[config.mk]
export PLATFORM = sky130hd
export DESIGN_NAME = gray_conv_arbiter
export DESIGN_NICKNAME = d
export VERILOG_FILES = /design/src/rtl/gray_conv_arbiter.sv
export SDC_FILE = /design/constraint.sdc
export NUM_CORES = 1
export LEC_CHECK = 0
export CORE_MARGIN = 4
export CORE_UTILIZATION = 45
export DETAILED_ROUTE_END_ITERATION = 8
export PLACE_DENSITY_LB_ADDON = 0.05
export SLEW_MARGIN = 20
export SYNTH_ARGS = -nofsm -noshare
export SYNTH_HDL_FRONTEND = slang
export SYNTH_SLANG_ARGS = --single-unit
[constraint.sdc]
create_clock -name clk -period 3.16 [get_ports clk]
set_input_delay 0.632 -clock clk [delete_from_list [all_inputs] [get_ports clk]]
set_output_delay 0.632 -clock clk [all_outputs]
set_load 0.05 [all_outputs]
[src/rtl/gray_conv_arbiter.sv]
// -----------------------------------------------------------------------------
// gray_conv_arbiter
//
// Shares one binary<->gray converter between NUM_REQ requesters. A round-robin
// arbiter picks one valid requester per cycle when the result register is
// free (empty, or being consumed this cycle). The chosen operand is converted
// and captured in a single result register tagged with the requester index
// and conversion direction.
//
// Ports:
//   clk        rising-edge clock
//   rst        asynchronous active-high reset
//   req_valid  [NUM_REQ]    requester i presents an operand
//   req_data   [NUM_REQ*W]  requester i operand on bits [i*W +: W]
//   req_mode   [NUM_REQ]    0 = binary->gray, 1 = gray->binary
//   req_ready  [NUM_REQ]    one-hot grant, requester i accepted this cycle
//   res_valid  result register holds a valid result
//   res_data   [W]          converted value
//   res_id     [2]          requester that owns res_data
//   res_mode   direction used for res_data
//   res_ready  downstream accepts the result this cycle
//   busy       mirrors res_valid
// -----------------------------------------------------------------------------
module gray_conv_arbiter #(
   parameter int W       = 4,
   parameter int NUM_REQ = 4
) (
   input  logic                 clk,
   input  logic                 rst,
   input  logic [NUM_REQ-1:0]   req_valid,
   input  logic [NUM_REQ*W-1:0] req_data,
   input  logic [NUM_REQ-1:0]   req_mode,
   output logic [NUM_REQ-1:0]   req_ready,
   output logic                 res_valid,
   output logic [W-1:0]         res_data,
   output logic [1:0]           res_id,
   output logic                 res_mode,
   input  logic                 res_ready,
   output logic                 busy
);

   logic         res_valid_reg;
   logic [W-1:0] res_data_reg;
   logic [1:0]   res_id_reg;
   logic         res_mode_reg;
   logic [1:0]   last_grant_reg;

   // Per-requester converted value, computed in parallel; the grant index
   // then selects one of them.
   logic [W-1:0] conv_data [NUM_REQ];

   for (genvar gi = 0; gi < NUM_REQ; gi++) begin : g_conv
      logic [W-1:0] operand;
      logic [W-1:0] b2g;
      logic [W-1:0] g2b;

      assign operand = req_data[gi*W +: W];
      assign b2g     = operand ^ (operand >> 1);

      // Binary bit k is the XOR of all gray bits from k up to the MSB;
      // written as a reduction so there is no bit-to-bit feedback chain.
      for (genvar bi = 0; bi < W; bi++) begin : g_bit
         assign g2b[bi] = ^(operand >> bi);
      end

      assign conv_data[gi] = req_mode[gi] ? g2b : b2g;
   end

   // Round-robin grant: search from last_grant+1 upward with wrap.
   logic             slot_free;
   logic             grant_any;
   logic [1:0]       grant_idx;
   logic [1:0]       cand;
   logic [NUM_REQ-1:0] grant_onehot;

   always_comb begin
      slot_free    = !res_valid_reg || res_ready;
      grant_any    = 1'b0;
      grant_idx    = 2'd0;
      cand         = 2'd0;
      grant_onehot = '0;
      if (slot_free && !rst) begin
         for (int off = 1; off <= NUM_REQ; off++) begin
            cand = last_grant_reg + 2'(off);
            if (!grant_any && req_valid[cand]) begin
               grant_any = 1'b1;
               grant_idx = cand;
            end
         end
      end
      if (grant_any) begin
         grant_onehot[grant_idx] = 1'b1;
      end
   end

   assign req_ready = grant_onehot;

   always_ff @(posedge clk or posedge rst) begin
      if (rst) begin
         res_valid_reg  <= 1'b0;
         res_data_reg   <= '0;
         res_id_reg     <= 2'd0;
         res_mode_reg   <= 1'b0;
         last_grant_reg <= 2'd3;
      end else if (grant_any) begin
         // Covers both "slot empty" and "consume + reload in the same edge".
         res_valid_reg  <= 1'b1;
         res_data_reg   <= conv_data[grant_idx];
         res_id_reg     <= grant_idx;
         res_mode_reg   <= req_mode[grant_idx];
         last_grant_reg <= grant_idx;
      end else if (res_ready) begin
         // Consumed with nothing to reload: payload fields keep their values.
         res_valid_reg  <= 1'b0;
      end
   end

   assign res_valid = res_valid_reg;
   assign res_data  = res_data_reg;
   assign res_id    = res_id_reg;
   assign res_mode  = res_mode_reg;
   assign busy      = res_valid_reg;

endmodule

==> results of run 1 <==
## stage by stage
step	hold slack [ns]	setup WS (ns)	utilization [%]	instances	instance area, µm²
finish	0.475	0.211	72.6	179	1440
global route	0.490	0.100	72.6	179	1440
CTS	0.480	0.200	72.6	179	1440
detailed placement	0.467	0.189	71.3	175	1410
global placement	0.465	0.265	71.3	175	1410
floorplan	0.476	0.179	-	109	952
## synth_stat cells (2+ instances only)
cell type   n  share of area, %
a21o_1      3               2.4
a21oi_1     3               1.6
a31oi_1     5               3.3
and4_1      2               1.8
buf_4       2               1.6
dfrtp_1     8                21
dfstp_2     2               5.5
nand2_1    17               6.7
nand2b_1    2               1.3
nor2_1     10               3.9
nor3_1      4               2.1
o211a_1     2               2.1
o21ai_0     4               2.1
xnor2_1    12                11
xor2_1      7               6.4
## where the power goes
group,switching [W],total [W],internal [W],leakage [nW]
combinational,0.000273,0.000480,0.000206,0.464
clock,0.0000358,0.0000842,0.0000484,0.0150
sequential,0.0000337,0.000203,0.000170,0.115
total,0.000343,0.000767,0.000424,0.594
## critical path, cell delays in order
cell and delay, ns:
clkdlybuf4s50_1 0.58, a21boi_0 0.32, o21bai_2 0.15, nand2_4 0.14
nand2_1 0.12, nor2_1 0.20, buf_12 0.17
## cell families (layout without fill, tap and decap cells)
group	after synthesis	in the layout	synth area share (%)
xor gates and xnor gates	19	19	17.5
and+or+nand+nor	45	45	23.9
AOI/OAI and AO/OA	28	28	23.9
buffers and inverters	4	47	3.15
DFF	10	10	26.5
muxes	3	3	4.99
## final cells by class
class	instances	area, µm²
clock buffer	4	26.3
inverter	1	3.75
timing repair buffer	42	453
tap	27	33.8
fill	151	543
sequential	10	253
multi-input combinational	95	669
## worst min path at each step
| stage | start | endpoint | cells past startpoint |
|---|---|---|---|
| 2_1_floorplan | last_grant_reg[0] | last_grant_reg[0] | 2 |
| 3_3_place_gp | res_id[1] | res_id[1] | 1 |
| 3_5_place_dp | res_id[1] | res_id[1] | 1 |
| 4_1_cts | res_id[1] | res_id[1] | 1 |
| 5_1_grt | res_id[1] | res_id[1] | 1 |
| 6_report | res_id[1] | res_id[1] | 1 |
## routing by layer
layer  vias up  global-route usage [%]  part of all wire [%]
met5         -                       0                     0
met3         0                   0.554                   6.0
li1        481                       -                     -
met4         0                    5.39                     0
met1       422                    20.6                    45
met2        38                    30.6                    49
==> results.md, run 1 <==
* Commonest cells after routing, fill and taps aside: clkdlybuf4s50_1 (35), nand2_1 (17), xnor2_1 (12), nor2_1 (10), dfrtp_1 (8)
* Sequential area share after synthesis at 26.5%
* Detailed-route via count at 941
* Ports at 40
* CTS tree: built
* Worst-Margin Slew at 0.496 ns
* CTS Buffer Depth at 2
* Starting Density at 48.0%
* DRC Markers at 0
* GRT overflow at 0
* Total power at between 0.0007 and 0.0008 W
* Vias per inst at about 5.3
* Flops & latches, synth at 10
* Final #Nets at 180
* CP endpoint: req_ready[1]
* CP Max Fanout at 10
* Worst setup SP type: primary input
* Clock Tree Root: clkbuf_4
* Critical Path Sink Type: output pin
* GPL Wtd Cong at 0.882
* Max transition margin at between 60% and 70%
* Die Wd at 54 µm
* Synth async-reset ratio at 100%
* Port-buffer cells at 39
* Critical path origin: req_valid[3]
* Area delta synth->final at 51.1%
* YS warnings at 0
* Share of layout cells above drive strength 1 at 14.5%
* Clk Latency, worst-skew pair at 0.25 ns
* Max-slew violation count at 0
* Reg2Reg Setup Slack at 1.25 ns
* Final Hold Vio Count at 0
* Routed len/inst at roughly 13 µm
* Leak at 0.594 nW
* Cell Area, Synth at 952 µm²
* Row Count at 16
* Ys flop type: dfrtp_1
* Post-DRT Antenna Nets at 0
* First-pass GRT wire length at ~3700 µm
* Cells after Synth at 109
* N_diodes at 0
* Syn Nets at around 140
* CTS sink cnt at 10
* Clock transition at path regs at ~0.05 ns
* Die height at around 54 µm
* Initial antenna violation count at 0
* Period utilization at between 90% and 100%
* Post-CTS Hold Fix Bufs at 0
* All-Layer GR Usage at 16.7%
* Setup Buffers After CTS at 0
* Crit path kind: in2out
* WL final at 2260 µm
* CTS Buf Count at 3
* Die footprint at 2920 µm²
* R2r startpoint: last_grant_reg[1]
* Max IR drop VDD at 0.000346 V
* Commonest non-fill, non-tap cell in the layout: clkdlybuf4s50_1
* Largest net degree at the start of global routing at 11
* Worst Reg2Reg Path Length in Cells at 5
* Final critical-path required period at 2.95 ns
* Post-synth EDFFs at 0
* Netlist cell types at 41
* MaxCap Viol Count at 0
* Post-CTS sizing at 0
* Core footprint at about 2000 µm²
* Mean Syn Cell Area at between 8 and 9 µm²
* Fmax achieved at 339 MHz
* Max reg flops at 4
* Reg-to-reg critical path endpoint: res_mode
* Vias in the first global route at a little under 900
* Status: finished clean
* Final Skew at 0.00541 ns
* H-tree depth at 1
* RSZ-0062 raised after global routing: no
* Setup TNS at 0 ns
* DR iter-0 viols at 12
* Power density over cell area at 533 nW/µm²
* Final setup fails at 0
* Worst Path Arrival at between 2 and 2.5 ns
* Worst path required time at about 2.5 ns
* DR pass1 iterations at 4
* Worst hold path class: reg2reg
* DPL Wire Length at 2010 µm
Power figures use the tool's default switching activity.
==> inputs of run 2 (changes only) <==
--- a/config.mk
+++ b/config.mk
@@ -5,8 +5,10 @@
 export SDC_FILE = /design/constraint.sdc
 export NUM_CORES = 1
 export LEC_CHECK = 0
+export ABC_AREA = 1
+export CAP_MARGIN = 20
 export CORE_MARGIN = 4
-export CORE_UTILIZATION = 45
+export CORE_UTILIZATION = 48
 export DETAILED_ROUTE_END_ITERATION = 8
 export PLACE_DENSITY_LB_ADDON = 0.05
 export SLEW_MARGIN = 20
==> run 2 against run 1 <==
  * Non-clock buffer count rose by 5
  * Largest power group unchanged
  * Final cell count rose by 40%
  * Via count rose by 32%
  * Power rose by 130%
  * Die area rose by 9.8%
  * Clock-buffer cell count did not move
  * Combinational power rose to 2.9 times the previous value
  * Sequential share of layout area fell by 2.2 points
  * Worst setup slack barely moved
==> results.md, run 2 <==
* Routed len/inst at approximately 11 µm
* Top cells by area, synth: nand2_1 (26%), dfrtp_1 (18%), xor2_1 (9.3%)
* Final Util at 73.8%
* Hold Startpoint: res_data[3]
* Critical path origin: req_valid[1]
* Clock network power share at 6.7%
* Clock Tree Root: clkbuf_4
* Mean Syn Cell Area at 6.37 µm²
* Cell Area, Synth at 1130 µm²
* Die height at 56.6 µm
* H-tree depth at 1
* Power density over cell area at 1060 nW/µm²
* Post-synth EDFFs at 0
* Initial antenna violation count at 0
* All-Layer GR Usage at between 10% and 20%
* DPL Wire Length at 2240 µm
* Largest area contributor in the netlist: nand2_1
* R2r startpoint: last_grant_reg[0]
* Vias per inst at about 5.0
* Switching power at ~0.00097 W
* Worst hold path class: reg2reg
* Sequential area share after synthesis at 22.3%
* Flops & latches, synth at 10
* Ys flop type: dfrtp_1
* DRC Markers at 0
* Starting Density at 50.8%
* Final critical-path required period at 2.95 ns
* CTS sink cnt at 10
* Clk Latency, worst-skew pair at 0.27 ns
* GRT overflow at 0
* Yosys top cell area share at 26.5%
* Most common library cells after synthesis: nand2_1 (80), inv_1 (12), xor2_1 (12), nand3_1 (10), nand4_1 (10)
* Max transition margin at 65.8%
* Detailed-route via count at 1241
* Crit path kind: in2out
* Worst Path Arrival at 2.32 ns
* N_diodes at 0
* Area delta synth->final at 45.5%
* Fmax achieved at 339 MHz
* Die Wd at 56.6 µm
* Sequential fraction of design power at 14.8%
* Cell Count, Final, Fillers Out at 250
* Final Skew at 0.000736 ns
* Placed cells at 246
* GPL Wtd Cong at 0.825
* Setup TNS at 0 ns
* MaxCap Viol Count at 0
* CTS tree: built
* Core footprint at 2230 µm²
* Cells after Synth at roughly 180
* Most frequent cell after synthesis: nand2_1
* Max IR drop VDD at 0.000549 V
* Placed Area at 1610 µm²
* Status: finished clean
* Max reg flops at 4
* Share of layout cells above drive strength 1 at between 15 and 20%
* Vias in the first global route at between 1000 and 1500
* CTS Buffer Depth at 2
* Die footprint at 3200 µm²
* Final Hold Vio Count at 0
* Critical Path Sink Type: output pin
* DR iter-0 viols at 21
* Worst setup SP type: primary input
* Post-CTS Hold Fix Bufs at 0
* Design Area, Final at 1650 µm²
* Post-DRT Antenna Nets at 0
* Syn Nets at between 200 and 250
* YS warnings at 0
* Netlist cell types at 24
* Setup Buffers After CTS at 0
* Largest net degree at the start of global routing at 12
* Row Count at 17
* DR pass1 iterations at 4
* Commonest cells after routing, fill and taps aside: nand2_1 (80), clkdlybuf4s50_1 (35), inv_1 (12), xor2_1 (12)
* Net Sw Frac at 55.1%
* First-pass GRT wire length at 4590 µm
* Ports at 40
* Synth async-reset ratio at 100%
* Max-slew violation count at 0
* Leak at approximately 0.84 nW
* Worst path required time at 2.53 ns
* Commonest non-fill, non-tap cell in the layout: nand2_1
* P_int at 0.000788 W
* Clock transition at path regs at 0.07 ns
* WL final at 2710 µm
* Port-buffer cells at 39
* Final setup fails at 0
* Period utilization at 93.3%
* CTS Buf Count at 3
* CP Max Fanout at 6
* Worst-Margin Slew at roughly 0.5 ns
* Final #Nets at 250
* Combinational power share at between 70% and 80%
* RSZ-0062 raised after global routing: no
-- run 2: cell count changes in the layout (fill, tap and decap cells not counted), sizes merged, moves of 3 or more --
cell	before	now
nor3	4	1
nand4	0	10
buf	7	12
a31oi	6	0
xnor2	12	8
nor2	10	5
nand2	18	90
inv	1	15
xor2	7	12
a21o	3	0
nand3	1	12
-- run 2: cell type report --
| class | instances | area, µm² |
|---|---|---|
| Clock buffer | 4 | 36.3 |
| Fill cell | 194 | 584 |
| Inverter | 15 | 61.3 |
| Multi-Input combinational cell | 146 | 773 |
| Sequential cell | 10 | 253 |
| Tap cell | 28 | 35.0 |
| Timing Repair Buffer | 47 | 490 |
-- run 2: final timing paths --
kind / end / slack, ns / cells after the start
setup / recovery: req_ready[0] / 0.21 / 13
hold / removal: res_data[3] / 0.49 / 2
setup reg to reg: res_data[3] / 1.09 / 16
hold reg to reg: res_data[3] / 0.49 / 2
max in group asynchronous: last_grant_reg[0] / 2.29 / 3
min in group asynchronous: res_id[0] / 0.65 / 3
-- run 2: logic make-up after synthesis --
group / synth area share (%)
xor+xnor: 15.5
buf+inv: 9.93
compound gates: 2.65
simple gates: 49.7
flops: 22.3
-- run 2: repair_timing --
action | in CTS | in global routing
gates resized for setup | 0 | 1
setup endpoints to repair | 0 | 1
endpoints found under the hold margin | 0 | 0
-- run 2: metrics by stage --
step / power [W] / worst slack (ns) / hold slack (ns)
floorplan: 0.00123 / 0.0120 / 0.476
global placement: 0.00161 / 0.180 / 0.467
detailed placement: 0.00163 / 0.0979 / 0.473
CTS: 0.00176 / 0.0888 / 0.492
global route: 0.00190 / 0.0546 / 0.515
finish: 0.00176 / 0.211 / 0.485
-- run 2: critical path, cell delays in order --
cell and delay, ns:
clkdlybuf4s50_1 0.45, inv_1 0.07, nand2_1 0.06, nand3_1 0.11, nand2_2 0.09, nor2_8 0.13
nand3b_1 0.08, nand2_1 0.06, inv_1 0.04, nand2_1 0.14, inv_1 0.09, nor3_2 0.19
buf_12 0.17
-- run 2: per-layer routing --
layer / track usage [%] / up-vias / share of wire (%)
li1: - / 646 / -
met1: 19.6 / 548 / 41
met2: 31.5 / 40 / 50
met3: 2.76 / 7 / 6.0
met4: 9.15 / 0 / 2.5
met5: 0 / - / 0
-- run 2: power groups by stage --
stage | Clock, W | Sequential (W) | Combinational (W)
final | 0.000117 | 0.000259 | 0.00138
after global routing | 0.000129 | 0.000267 | 0.00150
after CTS | 0.000121 | 0.000258 | 0.00138
after detailed placement | 0 | 0.000260 | 0.00137
after global placement | 0 | 0.000258 | 0.00135
after floorplan | 0 | 0.000407 | 0.000828
==> inputs of run 3 (changes only) <==
--- a/config.mk
+++ b/config.mk
@@ -6,9 +6,11 @@
 export NUM_CORES = 1
 export LEC_CHECK = 0
 export ABC_AREA = 1
-export CAP_MARGIN = 20
+export CAP_MARGIN = 40
+export CELL_PAD_IN_SITES_DETAIL_PLACEMENT = 0
+export CELL_PAD_IN_SITES_GLOBAL_PLACEMENT = 1
 export CORE_MARGIN = 4
-export CORE_UTILIZATION = 48
+export CORE_UTILIZATION = 33
 export DETAILED_ROUTE_END_ITERATION = 8
 export PLACE_DENSITY_LB_ADDON = 0.05
 export SLEW_MARGIN = 20
==> run 3 against run 2 <==
  * Sequential share of layout area decreased by 0.12 points
  * Worst setup slack got worse by 0.00088 ns
  * Die area increased by 39%
  * Critical path type unchanged
  * Highest routed layer unchanged
==> results.md, run 3 (synthesis gave the netlist of run 2 again) <==
* Row Count at 21
* Core footprint at between 3000 and 4000 µm²
* Final Util at 49.8%
* DRC Markers at 0
* Critical Path Sink Type: output pin
* Reg-to-reg critical path endpoint: res_data[0]
* Placed Area at 1630 µm²
* Clk Latency, worst-skew pair at around 0.26 ns
* Crit path kind: in2out
* Clock network power share at between 5 and 6%
* Worst setup SP type: primary input
* Port-buffer cells at 39
* Cell chain of the critical path: clkdlybuf4s50_1, inv_1, nand2_1, nand3_1, nand2_2, nor2_8, nand3b_1, nand2_1, inv_1, nand2_1, inv_1, nor3_2, buf_12
* WL final at 2770 µm
* Max reg flops at 4
* Design Area, Final at 1660 µm²
* All-Layer GR Usage at 13.5%
* Area delta synth->final at 46.6%
* Hold Path Depth at 2
* Share of layout cells above drive strength 1 at between 10% and 20%
* CTS Buffer Depth at 2
* Setup Slack @ Placement at 0.127 ns
* Hold_ws at 0.481 ns
* Vias per inst at 4.51
* Final Hold Vio Count at 0
* Worst Reg2Reg Path Length in Cells at 16
* Routed len/inst at about 10 µm
* Worst path required time at roughly 2.5 ns
* Fmax achieved at about 340 MHz
* DR iter-0 viols at 18
* Switching power at between 0.0009 and 0.001 W
* N_diodes at 0
* Final Skew at 0.00685 ns
* CTS Buf Count at 3
* H-tree depth at 1
* Net Sw Frac at 55.8%
* Critical Path Max Stage Delay at 0.45 ns
* Final critical-path required period at 2.95 ns
* Worst-Margin Slew at slightly above 0.5 ns
* R2r startpoint: last_grant_reg[0]
* Final WS setup at 0.211 ns
* Leak at approximately 0.83 nW
* First-pass GRT wire length at 4800 µm
* Starting Density at 34.0%
* Status: finished clean
* Die footprint at about 4400 µm²
* Hold Startpoint: res_id[1]
* DPL Wire Length at between 2000 and 2500 µm
* Sequential fraction of design power at 14.9%
* Worst hold path class: reg2reg
* Post-CTS sizing at 0
* Vias in the first global route at 1225
* Combinational power share at 79.9%
* Final setup fails at 0
* Initial antenna violation count at 0
* Commonest cells after routing, fill and taps aside: nand2_1 (80), clkdlybuf4s50_1 (35), inv_1 (12), xor2_1 (12)
* Power density over cell area at between 1000 and 1500 nW/µm²
* DR pass1 iterations at 4
* CTS tree: built
* GPL Wtd Cong at 0.873
* Max IR drop VDD at 0.000289 V
* Max transition margin at 66.2%
* GRT overflow at 0
* Commonest non-fill, non-tap cell in the layout: nand2_1
* Clock transition at path regs at 0.06 ns
* Period utilization at about 93%
* Setup TNS at 0 ns
* Max-slew violation count at 0
* Worst Path Arrival at 2.32 ns
* Reg2Reg Setup Slack at 1.06 ns
* Post-CTS Hold Fix Bufs at 0
* Setup Buffers After CTS at 0
* Final #Nets at 250
* Die Wd at 66.6 µm
* RSZ-0062 raised after global routing: no
* CP Max Fanout at 6
* P_int at 0.000767 W
* Post-DRT Antenna Nets at 0
* Ports at 40
* CTS sink cnt at 10
* Hold EP: res_id[1]
* Die height at 66.6 µm
* Clock Tree Root: clkbuf_4
* Detailed-route via count at 1209
* Largest net degree at the start of global routing at 12
* Slowest cell on the critical path: clkdlybuf4s50_1
* MaxCap Viol Count at 0
run 3: changes by cell type in the layout (fill, tap and decap cells not counted):
cell / delta
clkbuf_8: -1
clkbuf_1: +1
run 3: worst max-delay path: cells and delay by family:
family                 cells  cell delay, ns
buffers and inverters      5            0.83
and+or+nand+nor            8            0.87
run 3: power by group through the flow:
stage / combinational [W] / clock (W) / sequential (W)
detailed placement: 0.00139 / 0 / 0.000263
floorplan: 0.000828 / 0 / 0.000407
global route: 0.00151 / 0.000102 / 0.000271
global placement: 0.00137 / 0 / 0.000261
finish: 0.00139 / 0.0000901 / 0.000259
CTS: 0.00139 / 0.0000933 / 0.000260
run 3: cell type report:
class | instances | area (µm²)
Timing Repair Buffer | 47 | 490
Sequential cell | 10 | 253
Clock buffer | 4 | 26.3
Multi-Input combinational cell | 146 | 773
Fill cell | 346 | 1680
Inverter | 15 | 61.3
Tap cell | 46 | 57.6
run 3: metal layers:
layer / global-route usage [%] / up-vias / share of wire, %
met5: 0 / - / 0
li1: - / 643 / -
met2: 26.5 / 27 / 51
met4: 3.05 / 0 / 0.69
met1: 14.6 / 537 / 43
met3: 2.53 / 2 / 4.9
run 3: metrics by stage:
stage	power, W	cells
global route	0.00189	268
floorplan	0.00123	178
detailed placement	0.00165	264
global placement	0.00164	264
finish	0.00174	268
CTS	0.00175	268
run 3: worst max path at each step:
| stage | depth (start not counted) | start | end | slack, ns |
|---|---|---|---|---|
| after floorplan | 12 | last_grant_reg[0] | req_ready[0] | 0.01 |
| after global placement | 13 | req_valid[3] | req_ready[0] | 0.16 |
| after detailed placement | 13 | req_valid[1] | req_ready[0] | 0.13 |
| after CTS | 13 | req_valid[1] | req_ready[0] | 0.11 |
| after global routing | 13 | req_valid[1] | req_ready[0] | 0.08 |
| final | 13 | req_valid[1] | req_ready[0] | 0.21 |
